$ cat src/rtl/regfile_wb_stage_if.sv
// Bundle between the writeback stage and its neighbours: ALU and load producers on the
// input side, register-file write port and hazard status on the output side.
//   alu_valid/alu_ready/alu_rd/alu_data : ALU result handshake
//   ld_valid/ld_rd/ld_data              : load result, always accepted
//   we/prt_en0/address_0/data_0         : registered register-file write
//   pend_mask/fifo_count/ord_err        : hazard and status outputs
interface regfile_wb_stage_if #(
    parameter int unsigned DEPTH = 4,
    parameter int unsigned XLEN  = 32
);
    localparam int unsigned CntW = $clog2(DEPTH) + 1;

    logic            alu_valid;
    logic            alu_ready;
    logic [4:0]      alu_rd;
    logic [XLEN-1:0] alu_data;
    logic            ld_valid;
    logic [4:0]      ld_rd;
    logic [XLEN-1:0] ld_data;
    logic            we;
    logic            prt_en0;
    logic [4:0]      address_0;
    logic [XLEN-1:0] data_0;
    logic [31:0]     pend_mask;
    logic [CntW-1:0] fifo_count;
    logic            ord_err;

    // Producer / observer side.
    modport master (
        output alu_valid, alu_rd, alu_data, ld_valid, ld_rd, ld_data,
        input  alu_ready, we, prt_en0, address_0, data_0, pend_mask, fifo_count, ord_err
    );

    // Writeback stage side.
    modport slave (
        input  alu_valid, alu_rd, alu_data, ld_valid, ld_rd, ld_data,
        output alu_ready, we, prt_en0, address_0, data_0, pend_mask, fifo_count, ord_err
    );
endinterface

$ cat src/rtl/regfile_wb_stage.sv
// Writeback stage: arbitrates the single register-file write port between loads (always
// win) and ALU results buffered in a DEPTH-entry FIFO. One registered write per cycle.
//   clk : rising-edge clock
//   rst : asynchronous active-high reset
//   bus : regfile_wb_stage_if slave modport (handshakes, write port, status)
module regfile_wb_stage #(
    parameter int unsigned DEPTH = 4,
    parameter int unsigned XLEN  = 32
) (
    input logic               clk,
    input logic               rst,
    regfile_wb_stage_if.slave bus
);
    localparam int unsigned PtrW = $clog2(DEPTH);
    localparam int unsigned CntW = PtrW + 1;

    logic [4:0]      rd_mem_q  [DEPTH];
    logic [XLEN-1:0] dat_mem_q [DEPTH];
    logic [DEPTH-1:0] vld_q, vld_d;
    logic [PtrW-1:0]  wr_ptr_q, wr_ptr_d;
    logic [PtrW-1:0]  rd_ptr_q, rd_ptr_d;
    logic [CntW-1:0]  cnt_q, cnt_d;
    logic             we_q, we_d;
    logic [4:0]       addr_q, addr_d;
    logic [XLEN-1:0]  data_q, data_d;
    logic             ord_err_q, ord_err_d;

    logic        alu_ready;
    logic        push;
    logic        pop;
    logic        ld_sel;
    logic [31:0] pend_mask;

    // Handshake and port selection. Ready looks only at the registered count so a pop in
    // the same cycle never opens a slot combinationally.
    always_comb begin
        alu_ready = !rst && (cnt_q < CntW'(DEPTH));
        push      = bus.alu_valid && alu_ready && (bus.alu_rd != 5'd0);
        ld_sel    = bus.ld_valid && (bus.ld_rd != 5'd0);
        pop       = !ld_sel && (cnt_q != '0);
    end

    // Pending destinations come from valid storage, so a popped entry drops out after
    // the edge that retires it.
    always_comb begin
        pend_mask = '0;
        for (int unsigned i = 0; i < DEPTH; i++) begin
            if (vld_q[i]) begin
                pend_mask[rd_mem_q[i]] = 1'b1;
            end
        end
    end

    always_comb begin
        we_d      = ld_sel || pop;
        addr_d    = addr_q;
        data_d    = data_q;
        vld_d     = vld_q;
        wr_ptr_d  = wr_ptr_q;
        rd_ptr_d  = rd_ptr_q;
        cnt_d     = cnt_q;
        ord_err_d = ord_err_q || (ld_sel && pend_mask[bus.ld_rd]);

        if (ld_sel) begin
            addr_d = bus.ld_rd;
            data_d = bus.ld_data;
        end else if (pop) begin
            addr_d = rd_mem_q[rd_ptr_q];
            data_d = dat_mem_q[rd_ptr_q];
        end

        // Push and pop slots never coincide: equal pointers mean empty (no pop) or full
        // (no push).
        if (pop) begin
            vld_d[rd_ptr_q] = 1'b0;
            rd_ptr_d        = rd_ptr_q + PtrW'(1);
        end
        if (push) begin
            vld_d[wr_ptr_q] = 1'b1;
            wr_ptr_d        = wr_ptr_q + PtrW'(1);
        end

        unique case ({push, pop})
            2'b10:   cnt_d = cnt_q + CntW'(1);
            2'b01:   cnt_d = cnt_q - CntW'(1);
            default: cnt_d = cnt_q;
        endcase
    end

    always_ff @(posedge clk or posedge rst) begin
        if (rst) begin
            vld_q     <= '0;
            wr_ptr_q  <= '0;
            rd_ptr_q  <= '0;
            cnt_q     <= '0;
            we_q      <= 1'b0;
            addr_q    <= '0;
            data_q    <= '0;
            ord_err_q <= 1'b0;
        end else begin
            vld_q     <= vld_d;
            wr_ptr_q  <= wr_ptr_d;
            rd_ptr_q  <= rd_ptr_d;
            cnt_q     <= cnt_d;
            we_q      <= we_d;
            addr_q    <= addr_d;
            data_q    <= data_d;
            ord_err_q <= ord_err_d;
        end
    end

    // Payload storage needs no reset; validity is tracked by vld_q.
    always_ff @(posedge clk) begin
        if (push) begin
            rd_mem_q[wr_ptr_q]  <= bus.alu_rd;
            dat_mem_q[wr_ptr_q] <= bus.alu_data;
        end
    end

    assign bus.alu_ready  = alu_ready;
    assign bus.we         = we_q;
    assign bus.prt_en0    = we_q;
    assign bus.address_0  = addr_q;
    assign bus.data_0     = data_q;
    assign bus.pend_mask  = pend_mask;
    assign bus.fifo_count = cnt_q;
    assign bus.ord_err    = ord_err_q;
endmodule

$ cat src/flat_wrapper.sv
// flat-port wrapper written by rule: the top's interface ports become plain ports
module regfile_wb_stage_flat 
#(
    parameter int unsigned DEPTH = 4,
    parameter int unsigned XLEN  = 32
)
  (clk, rst, bus_alu_valid, bus_alu_rd, bus_alu_data, bus_ld_valid, bus_ld_rd, bus_ld_data, bus_alu_ready, bus_we, bus_prt_en0, bus_address_0, bus_data_0, bus_pend_mask, bus_fifo_count, bus_ord_err);
  regfile_wb_stage_if #(.DEPTH(DEPTH), .XLEN(XLEN)) bus_i ();
  input logic clk;
  input logic rst;
  input wire logic [$bits(bus_i.alu_valid)-1:0] bus_alu_valid;
  input wire logic [$bits(bus_i.alu_rd)-1:0] bus_alu_rd;
  input wire logic [$bits(bus_i.alu_data)-1:0] bus_alu_data;
  input wire logic [$bits(bus_i.ld_valid)-1:0] bus_ld_valid;
  input wire logic [$bits(bus_i.ld_rd)-1:0] bus_ld_rd;
  input wire logic [$bits(bus_i.ld_data)-1:0] bus_ld_data;
  output wire logic [$bits(bus_i.alu_ready)-1:0] bus_alu_ready;
  output wire logic [$bits(bus_i.we)-1:0] bus_we;
  output wire logic [$bits(bus_i.prt_en0)-1:0] bus_prt_en0;
  output wire logic [$bits(bus_i.address_0)-1:0] bus_address_0;
  output wire logic [$bits(bus_i.data_0)-1:0] bus_data_0;
  output wire logic [$bits(bus_i.pend_mask)-1:0] bus_pend_mask;
  output wire logic [$bits(bus_i.fifo_count)-1:0] bus_fifo_count;
  output wire logic [$bits(bus_i.ord_err)-1:0] bus_ord_err;
  assign bus_i.alu_valid = bus_alu_valid;
  assign bus_i.alu_rd = bus_alu_rd;
  assign bus_i.alu_data = bus_alu_data;
  assign bus_i.ld_valid = bus_ld_valid;
  assign bus_i.ld_rd = bus_ld_rd;
  assign bus_i.ld_data = bus_ld_data;
  assign bus_alu_ready = bus_i.alu_ready;
  assign bus_we = bus_i.we;
  assign bus_prt_en0 = bus_i.prt_en0;
  assign bus_address_0 = bus_i.address_0;
  assign bus_data_0 = bus_i.data_0;
  assign bus_pend_mask = bus_i.pend_mask;
  assign bus_fifo_count = bus_i.fifo_count;
  assign bus_ord_err = bus_i.ord_err;
  regfile_wb_stage #(.DEPTH(DEPTH), .XLEN(XLEN)) u_core (.clk(clk), .rst(rst), .bus(bus_i));
endmodule
$ cat config.mk
export PLATFORM = sky130hd
export DESIGN_NAME = regfile_wb_stage_flat
export DESIGN_NICKNAME = d
export VERILOG_FILES = /design/src/rtl/regfile_wb_stage_if.sv /design/src/rtl/regfile_wb_stage.sv /design/src/flat_wrapper.sv
export SDC_FILE = /design/constraint.sdc
export NUM_CORES = 1
export LEC_CHECK = 0
export CELL_PAD_IN_SITES_DETAIL_PLACEMENT = 1
export CELL_PAD_IN_SITES_GLOBAL_PLACEMENT = 1
export CORE_ASPECT_RATIO = 1.75
export CORE_MARGIN = 2
export CORE_UTILIZATION = 54
export CTS_BUF_LIST = sky130_fd_sc_hd__clkbuf_4
export CTS_CLUSTER_DIAMETER = 200
export CTS_CLUSTER_SIZE = 14
export DETAILED_ROUTE_END_ITERATION = 12
export DONT_BUFFER_PORTS = 1
export HOLD_SLACK_MARGIN = 0.05
export PLACE_DENSITY_LB_ADDON = 0.1
export SLEW_MARGIN = 10
export SYNTH_ARGS = -nofsm -noshare
export SYNTH_HDL_FRONTEND = slang
export SYNTH_SLANG_ARGS = --single-unit
$ cat constraint.sdc
create_clock -name clk -period 2.6 [get_ports clk]
set_input_delay 0.39 -clock clk [delete_from_list [all_inputs] [get_ports clk]]
set_output_delay 0.39 -clock clk [all_outputs]
set_load 0.05 [all_outputs]
==> results of run 1 <==
-- flip-flops by register name, indices dropped and copies added, names as in the netlist --
register,flops
u_core.rd_ptr_q,2
u_core.dat_mem_q,128
u_core.bus.prt_en0,1
u_core.wr_ptr_q,2
u_core.vld_q,4
u_core.rd_mem_q,20
u_core.bus.ord_err,1
u_core.bus.address_0,5
u_core.bus.data_0,32
u_core.bus.fifo_count,3
-- routing by layer --
metal | vias to the layer above | global-route usage [%] | share of wire, %
li1 | 2926 | - | -
met5 | - | 0 | 0
met3 | 186 | 5.81 | 6.9
met2 | 459 | 65.6 | 53
met1 | 3626 | 37.8 | 32
met4 | 0 | 23.8 | 8.0
-- timing repair --
item	in CTS	in global routing
endpoints found under the setup margin	31	32
gates cloned	0	0
pin swaps	7	25
buffers inserted	43	19
resized for setup	69	83
hold buffers	80	0
hold endpoints to repair	235	0
-- synthesized netlist by cell type (3+ instances only) --
master	number	share of area, %
edfxtp_1	148	47
nand2_1	67	2.7
dfrtp_1	50	13
o21ai_0	44	2.3
mux4_2	40	9.6
mux2i_1	38	4.0
o22ai_1	28	1.9
nor2_1	26	1.0
inv_1	21	0.84
clkbuf_1	19	0.76
buf_2	16	0.85
nand3b_1	13	1.0
buf_4	11	0.88
a211o_1	10	0.93
nor3_1	10	0.53
ha_1	9	1.2
a221oi_1	8	0.74
and2_1	7	0.47
nand2b_1	7	0.47
nand3_1	6	0.32
or3_1	6	0.40
a221o_1	5	0.53
and3_1	5	0.33
nor2b_1	5	0.33
nor3b_1	5	0.40
or2_2	5	0.33
a21o_1	4	0.32
or3b_1	4	0.37
a2111oi_0	3	0.28
a21oi_1	3	0.16
buf_6	3	0.36
mux2_2	3	0.36
nand4b_1	3	0.28
nand4bb_1	3	0.36
or3b_2	3	0.28
xnor2_1	3	0.28
-- kinds of logic (layout without fill, tap and decap cells) --
family / count (synthesis) / in the layout
flip-flops: 198 / 198
AND/OR/NAND/NOR: 186 / 186
AO/OA/AOI/OAI: 125 / 125
multiplexers: 82 / 82
buffers and inverters: 71 / 240
adder cells (fa/ha/maj): 10 / 10
XOR/XNOR: 5 / 5
other: 0 / 3
-- power groups by stage --
| stage | sequential (mW) | combinational (mW) | clock [mW] |
|---|---|---|---|
| 3_5_place_dp | 5.07 | 2.68 | 0 |
| 4_1_cts | 4.97 | 2.96 | 1.56 |
| 5_1_grt | 5.06 | 3.46 | 1.72 |
| 6_report | 5.03 | 3.28 | 1.62 |
| 2_1_floorplan | 4.90 | 2.02 | 0 |
| 3_3_place_gp | 5.02 | 2.59 | 0 |
-- how the worst max path moves through the flow --
stage | to | startpoint | slack, ps | cells after the start
floorplan | u_core.bus.ord_err$_DFF_PP0_ | u_core.rd_mem_q[3][3]$_DFFE_PP_ | 20 | 7
global placement | u_core.bus.ord_err$_DFF_PP0_ | u_core.rd_mem_q[0][3]$_DFFE_PP_ | 190 | 7
detailed placement | u_core.bus.ord_err$_DFF_PP0_ | u_core.rd_mem_q[0][3]$_DFFE_PP_ | 200 | 7
CTS | bus_pend_mask[20] | u_core.rd_mem_q[1][1]$_DFFE_PP_ | -40 | 4
global route | bus_pend_mask[26] | u_core.rd_mem_q[1][0]$_DFFE_PP_ | -260 | 5
finish | bus_pend_mask[26] | u_core.rd_mem_q[1][0]$_DFFE_PP_ | -250 | 5
-- worst max-delay path, delay by kind of cell (launching register included) --
family / cells / cell delay [ps]
compound gates: 2 / 300
buf+inv: 2 / 510
simple gates: 1 / 470
flops: 1 / 550
-- cell type report --
class	count	area share, %
tap	227	2.35
antenna	3	0.0621
timing repair buffer	188	15.1
clock inverter	14	1.13
inverter	21	0.714
sequential	198	47.1
multi-input combinational	408	32.5
clock buffer	17	1.05
-- through the flow --
stage,setup WS [ps],power [mW]
6_report,-245,9.93
3_5_place_dp,203,7.75
2_1_floorplan,20.2,6.93
5_1_grt,-261,10.2
3_3_place_gp,186,7.61
4_1_cts,-41.5,9.48
==> key figures, run 1 <==
Status
  – Status: finished with violations
  – Violated checks: setup timing

Place
  – GP Congestion: 1.04
  – Hpwl dp: 20100 um
  – Placed Area: 0.00987 sq mm
  – Port-buffer cells: 0
  – Placed Instances: 900

Critical path
  – Worst reg-to-reg setup slack: -70 ps
  – R2R depth: 10
  – Cell with the largest stage delay on the worst path: edfxtp_1
  – Worst path max stage delay: 550 ps
  – Setup crit end kind: output pin
  – Req. time, crit path: 2210 ps
  – Critical Path Start Type: register
  – Critical R2R Capture: u_core.bus.ord_err$_DFF_PP0_
  – Worst Path Arrival: 2460 ps
  – Crit Path Max Fanout: 5
  – FF-to-FF Start: u_core.rd_mem_q[1][3]$_DFFE_PP_
  – Critical path type: reg -> out
  – CP Cell Sequence: nand3b_1 -> buf_4 -> o22ai_2 -> a221oi_2 -> inv_2

Power
  – Int Pwr: ~5.7 mW
  – Worst vdd ir: 0.852 mV
  – Static leakage power: 4.33 nW
  – Comb pwr share: 33.1%
  – Sw Ratio: a little over two fifths
  – Sw Pwr: ~4.2 mW
  – Sequential power share: 50.7%
  – P per Cell Area: 821 mW/mm^2
  – Clock group share of total power: 16.3%

STA
  – Slew headroom: 39.9%
  – Hold Vio Cnt, Final: 0
  – Slew Limit Fails: 0
  – Final min period: between 2000 and 3000 ps
  – Fin worst setup slack: -245 ps
  – Final setup violation count: 26
  – WHS: 70.7 ps
  – F_max: 351 MHz
  – Worst-margin pin slew: 902 ps
  – RSZ-0062 raised after global routing: yes
  – Fin crit share: 109%
  – Post-route setup TNS: -2370 ps
  – Clock Skew: 31.2 ps

Worst hold path
  – Hold wc startpoint: bus_ld_rd[3]
  – Hold Path Sink: u_core.bus.ord_err$_DFF_PP0_
  – Hold Path Stages: 3
  – Hold Crit Class: in -> reg

GRT
  – Vias in the first global route: about 7800
  – Gr ovfl total: 0
  – First-pass GRT wire length: 48300 um
  – Initial antenna violation count: 2
  – Largest net degree at the start of global routing: 71
  – Gr usage total: 35.8%

Finish
  – Final cell count without fillers: 1076
  – Seq. cell area: 0.00570 sq mm
  – Area of the multi-input gates: 0.00393 sq mm
  – Final instance area: 0.0121 sq mm
  – Most common cell after layout, fill and taps aside: edfxtp_1
  – Most frequent cells in the layout: edfxtp_1 (148), dlygate4sd3_1 (80), buf_4 (68)
  – Final Core Density: 71.1%
  – Layout net count: 922
  – FILL cells: between 1500 and 2000
  – Layout cells sized above 1: between 30% and 40%
  – Area grow syn2layout: 28.6%

Synth
  – Synth Instances: 677
  – Synthesized area per cell: 13.9 sq um
  – XOR/XNOR Fraction of Synth Area: 0.465%
  – Seq/Total Area, Yosys: 60.5%
  – Post-synth design cell area: 0.00941 sq mm
  – Post-Synth Simple-Gate Area: a little over a tenth
  – Yosys reg bits: roughly 200
  – Distinct cells, synth: 64
  – Multiplexer area fraction after synthesis: between 10% and 20%
  – Ys Warns: 0
  – Post-Synth Adder-Cell Area: 1.41%
  – Top FF cell, synth: edfxtp_1
  – EDFF count, synth: 148
  – Largest family of logic cells by synthesized area: multiplexers
  – Asr flop ratio synth: 25.3%
  – Post-synthesis compound-gate area fraction: 9.03%
  – Net Count, Synth: 765

Die
  – Full die area: 0.0185 sq mm
  – Initial core utilization: about 55%
  – Die Wd: 104 um
  – I/O Pins: 154
  – Number of placement rows: between 60 and 70
  – Core area: 0.0170 sq mm
  – Die height: 179 um

Clock network
  – Clock Tree Buf Depth: 2
  – Root Buffer: clkbuf_4
  – Clock Pin Slew Worst Setup and Hold Paths: 190 ps
  – H-Tree Depth: 4
  – Sink Count: 198
  – Clk_lat worst skew: 620 ps
  – TritonCTS clock tree: built
  – Num CTS Buffers: 17

Route
  – # DRC: 0
  – Wire length per cell: around 33 um
  – DRT iter0 DRCs: 612
  – Vias per cell: ~6.7
  – DRT Pass-1 Iters: 5
  – Detailed-route via count: 7197
  – WL final: 35200 um
  – Antenna-violating nets left: 0

Run
  – Max Cap Violations: 0
Note: power is estimated with default switching activity, not from simulation.
==> run 2, diff against run 1 <==
- PLACE_DENSITY: not set -> 0.91
- PLACE_DENSITY_LB_ADDON: 0.1 -> not set
- clock period: 2.6 -> 3.19 ns (I/O delays scaled with it)
==> key figures, run 2 (synthesis results as in run 1) <==
Clock network
  – Root Buffer: clkbuf_4
  – Clk_lat worst skew: 620 ps
  – Sink Count: ~200
  – H-Tree Depth: 4
  – TritonCTS clock tree: built
  – Clock Pin Slew Worst Setup and Hold Paths: 200 ps
  – Num CTS Buffers: 17
  – Post-CTS Setup Bufs: 0
  – Clock Tree Buf Depth: 2

Route
  – WL final: around 34000 um
  – DRT iter0 DRCs: 522
  – DRT Pass-1 Iters: 5
  – Detailed-route via count: 6819
  – Antenna-violating nets left: 0
  – Wire length per cell: 34.0 um
  – # DRC: 0
  – Vias per cell: 6.84

Worst hold path
  – Hold Crit Class: in -> reg

Critical path
  – Worst Path Arrival: 2620 ps
  – Req. time, crit path: 2710 ps
  – Crit path max-delay family: simple AND/OR/NAND/NOR gates
  – Worst reg-to-reg setup slack: 230 ps
  – CP Cell Sequence: nor3b_1 -> a221oi_1 -> inv_1
  – Cell with the largest stage delay on the worst path: nor3b_1
  – R2R depth: 11
  – Critical path type: reg -> out
  – Worst path max stage delay: 730 ps
  – Crit path buf inv count: 1
  – Crit Path Max Fanout: 11
  – Worst Setup SP: u_core.rd_mem_q[0][2]$_DFFE_PP_
  – FF-to-FF Start: u_core.bus.fifo_count[2]$_DFFE_PP0P_
  – Critical R2R Capture: u_core.bus.fifo_count[2]$_DFFE_PP0P_
  – Critical Path Start Type: register
  – Cell count along the critical path: 3
  – CP Capture Point: bus_pend_mask[19]
  – Setup crit end kind: output pin

STA
  – Clock Skew: 47.6 ps
  – Hold Vio Cnt, Final: 0
  – F_max: 323 MHz
  – Post-route setup TNS: 0 ps
  – Final min period: 3100 ps
  – RSZ-0062 raised after global routing: no
  – Fin crit share: 97.2%
  – Slew headroom: 37.8%
  – Worst-margin pin slew: 933 ps
  – Final setup violation count: 0
  – Slew Limit Fails: 0

Finish
  – Area grow syn2layout: 14.4%
  – Final Core Density: 63.2%
  – Largest register FFs: ~130
  – Most common cell after layout, fill and taps aside: edfxtp_1
  – Layout cells sized above 1: 16.7%
  – Most frequent cells in the layout: edfxtp_1 (148), dlygate4sd3_1 (76), nand2_1 (67)
  – Largest Register: u_core.dat_mem_q
  – Layout net count: 842

Power
  – Total Power: roughly 7.9 mW
  – P per Cell Area: 732 mW/mm^2
  – Static leakage power: 3.84 nW
  – Worst vdd ir: 0.627 mV

Die
  – Core area: 0.0170 sq mm
  – Die Wd: 104 um
  – I/O Pins: 154
  – Initial core utilization: between 50% and 60%
  – Full die area: 0.0185 sq mm
  – Number of placement rows: 63
  – Die height: 179 um

GRT
  – Gr ovfl total: 0
  – Largest net degree at the start of global routing: 71
  – First-pass GRT wire length: 49700 um
  – Initial antenna violation count: 4
  – Vias in the first global route: 7477
  – Gr usage total: 37.5%

Place
  – Hpwl dp: 21000 um
  – GP Congestion: 0.991
  – Port-buffer cells: 0

Run
  – Max Cap Violations: 0

Status
  – Status: finished, final reports clean
## run 2: cell type report
| type | instances | area (sq um) |
|---|---|---|
| inverter | 21 | 78.8 |
| clock buffer | 19 | 143 |
| clock inverter | 13 | 133 |
| timing repair buffer | 108 | 1040 |
| antenna | 3 | 7.51 |
| sequential | 198 | 5700 |
| fill | 1596 | 6270 |
| multi-input combinational | 408 | 3380 |
| tap | 227 | 284 |
## run 2: how the worst min path moves through the flow
| stage | end | slack (ps) | cells past startpoint | startpoint |
|---|---|---|---|---|
| after CTS | u_core.bus.data_0[29]$_DFFE_PP0P_ | 70 | 2 | bus_ld_data[29] |
| after floorplan | u_core.vld_q[0]$_DFF_PP0_ | 560 | 2 | u_core.vld_q[0]$_DFF_PP0_ |
| after global routing | u_core.bus.address_0[4]$_DFFE_PP0P_ | 90 | 2 | bus_ld_rd[4] |
| after detailed placement | u_core.bus.data_0[16]$_DFFE_PP0P_ | 510 | 1 | rst |
| after global placement | u_core.bus.data_0[16]$_DFFE_PP0P_ | 490 | 1 | rst |
| final | u_core.bus.address_0[4]$_DFFE_PP0P_ | 110 | 2 | bus_ld_rd[4] |
## run 2: stage by stage
stage	instances	hold slack [ps]	setup WS, ps	cell area [sq um]
2_1_floorplan	677	562	373	9410
3_3_place_gp	886	488	518	9710
5_1_grt	997	94.9	16.9	10800
6_report	997	106	89.3	10800
4_1_cts	994	67.6	65.0	10700
3_5_place_dp	886	509	524	9710
## run 2: per-layer routing
| metal | vias to the layer above | track usage [%] | part of all wire [%] |
|---|---|---|---|
| met5 | - | 0 | 0.021 |
| met1 | 3468 | 38.5 | 32 |
| met4 | 2 | 27.9 | 8.4 |
| met3 | 136 | 8.00 | 7.1 |
| met2 | 445 | 67.2 | 52 |
| li1 | 2768 | - | - |
## run 2: power by group
| part | internal, mW | total, mW | leakage, nW | switching (mW) |
|---|---|---|---|---|
| registers | 3.14 | 4.26 | 1.93 | 1.13 |
| logic | 0.996 | 2.25 | 1.76 | 1.25 |
| clock network | 0.479 | 1.37 | 0.148 | 0.887 |
| total | 4.61 | 7.88 | 3.84 | 3.26 |
## run 2: repair_timing
action                                 4_1_cts  5_1_grt
setup endpoints to repair                    0        1
resized for setup                            0        1
hold buffers                                76        0
endpoints found under the hold margin      209        0
==> run 3, diff against run 2 <==
- GPL_TIMING_DRIVEN: not set -> 0
==> key figures, run 3 (synthesis results as in run 1) <==
Critical path
  – Setup crit end kind: output pin
  – Critical Path Start Type: register
  – Critical R2R Capture: u_core.bus.fifo_count[2]$_DFFE_PP0P_
  – Critical path type: reg -> out
  – CP Capture Point: bus_pend_mask[22]
  – Req. time, crit path: 2710 ps
  – Crit Path Max Fanout: 10
  – Worst Path Arrival: 2670 ps
  – FF-to-FF Start: u_core.bus.fifo_count[2]$_DFFE_PP0P_
  – Worst reg-to-reg setup slack: 110 ps
  – Worst Setup SP: u_core.rd_mem_q[2][0]$_DFFE_PP_
  – R2R depth: 9

Finish
  – Largest register FFs: 128
  – Most common cell after layout, fill and taps aside: edfxtp_1
  – Final cell count without fillers: 1010
  – Layout cells sized above 1: 16.9%
  – Largest Register: u_core.dat_mem_q
  – Final instance area: 0.0107 sq mm
  – Area grow syn2layout: 13.9%
  – Layout net count: 857
  – Most frequent cells in the layout: edfxtp_1 (148), dlygate4sd3_1 (69), nand2_1 (67)
  – Final Core Density: 62.9%

Die
  – Die Wd: 104 um
  – I/O Pins: 154
  – Die height: 179 um
  – Number of placement rows: 63
  – Full die area: between 0.015 and 0.02 sq mm
  – Core area: 0.0170 sq mm
  – Initial core utilization: between 50 and 60%

GRT
  – Vias in the first global route: about 7500
  – Gr usage total: 36.8%
  – First-pass GRT wire length: 49200 um
  – Gr ovfl total: 0
  – Initial antenna violation count: 1
  – Largest net degree at the start of global routing: 39

Power
  – P per Cell Area: roughly 730 mW/mm^2
  – Static leakage power: 3.82 nW
  – Worst vdd ir: around 0.64 mV

STA
  – Fin crit share: a little over nine tenths
  – F_max: between 300 and 400 MHz
  – Slew headroom: 17.3%
  – Clock Skew: 40.8 ps
  – Worst-margin pin slew: approximately 1200 ps
  – Final min period: 3150 ps
  – Fin worst setup slack: approximately 38 ps
  – Post-route setup TNS: 0 ps
  – Slew Limit Fails: 0
  – Hold Vio Cnt, Final: 0
  – Final setup violation count: 0

Run
  – Max Cap Violations: 0

Place
  – Hpwl dp: 21900 um
  – Port-buffer cells: 0
  – Dpl ws: -430 ps
  – GP Congestion: just under 1
  – Placed Instances: ~910
  – Placed Area: 0.00972 sq mm

Clock network
  – Clock Pin Slew Worst Setup and Hold Paths: 160 ps
  – Num CTS Buffers: 17
  – Clock Tree Buf Depth: 2
  – H-Tree Depth: 4
  – Clk_lat worst skew: 620 ps
  – Root Buffer: clkbuf_4
  – Sink Count: approximately 200
  – TritonCTS clock tree: built

Route
  – Wire length per cell: 34.6 um
  – WL final: 34900 um
  – DRT iter0 DRCs: 670
  – DRT Pass-1 Iters: 7
  – Detailed-route via count: slightly below 7000
  – Antenna-violating nets left: 0
  – # DRC: 0
  – Vias per cell: 6.87

Status
  – Status: finished, final reports clean

Worst hold path
  – Hold Crit Class: in -> reg
==> run 3: cell count changes in the layout (fill, tap and decap cells not counted), moves of 4 or more <==
cell           previous run  this run
dlygate4sd3_1            76        69
clkbuf_1                  0        19
buf_2                     0        12
buf_6                     0         4
and2_4                    0         4
and2_2                    4         0
buf_4                    29        16
==> run 3: worst min-delay path by stage <==
| stage | depth (start not counted) | end | start |
|---|---|---|---|
| 4_1_cts | 2 | u_core.bus.data_0[27]$_DFFE_PP0P_ | bus_ld_data[27] |
| 3_5_place_dp | 1 | u_core.bus.data_0[16]$_DFFE_PP0P_ | rst |
| 3_3_place_gp | 0 | u_core.dat_mem_q[2][15]$_DFFE_PP_ | bus_alu_data[15] |
| 2_1_floorplan | 2 | u_core.vld_q[0]$_DFF_PP0_ | u_core.vld_q[0]$_DFF_PP0_ |
| 5_1_grt | 2 | u_core.bus.data_0[27]$_DFFE_PP0P_ | bus_ld_data[27] |
| 6_report | 2 | u_core.bus.data_0[27]$_DFFE_PP0P_ | bus_ld_data[27] |
==> run 3: per-layer routing <==
layer / vias to the layer above / global-route usage, % / part of all wire [%]
met1: 3513 / 38.1 / 31
met4: 0 / 23.1 / 7.2
met5: - / 0 / 0
met2: 496 / 68.8 / 54
li1: 2792 / - / -
met3: 138 / 6.39 / 7.2
==> run 3: what timing repair did <==
action / CTS / global route
resized for setup: 10 / 10
gates cloned: 0 / 0
hold buffers: 68 / 1
endpoints found under the setup margin: 157 / 154
buffers inserted: 0 / 3
pin swaps: 2 / 1
hold endpoints to repair: 207 / 1
==> run 3: final cells by class <==
class / instances / area, sq um
Fill cell: 1623 / 6310
Sequential cell: 198 / 5700
Multi-Input combinational cell: 408 / 3410
Timing Repair Buffer: 73 / 733
Buffer: 50 / 285
Tap cell: 227 / 284
Clock buffer: 19 / 143
Clock inverter: 13 / 83.8
Inverter: 21 / 78.8
Antenna cell: 1 / 2.50
==> run 3: where the power goes <==
group          total, mW  internal [mW]  switching [mW]
Clock               1.25          0.324           0.926
Sequential          4.11           3.14           0.970
Combinational       2.50           1.01            1.50
==> run 3: critical path, cell delays in order (launching register included) <==
cell and delay (ps):
edfxtp_1 440, buf_4 200, nand2b_1 210, nor2_1 570, a221oi_1 270, inv_1 390
==> run 3: through the flow <==
stage	hold WS [ps]	power, mW
6_report	72.3	7.86
5_1_grt	66.5	8.07
4_1_cts	50.1	7.52
3_5_place_dp	516	6.31
3_3_place_gp	578	6.14
2_1_floorplan	562	5.64
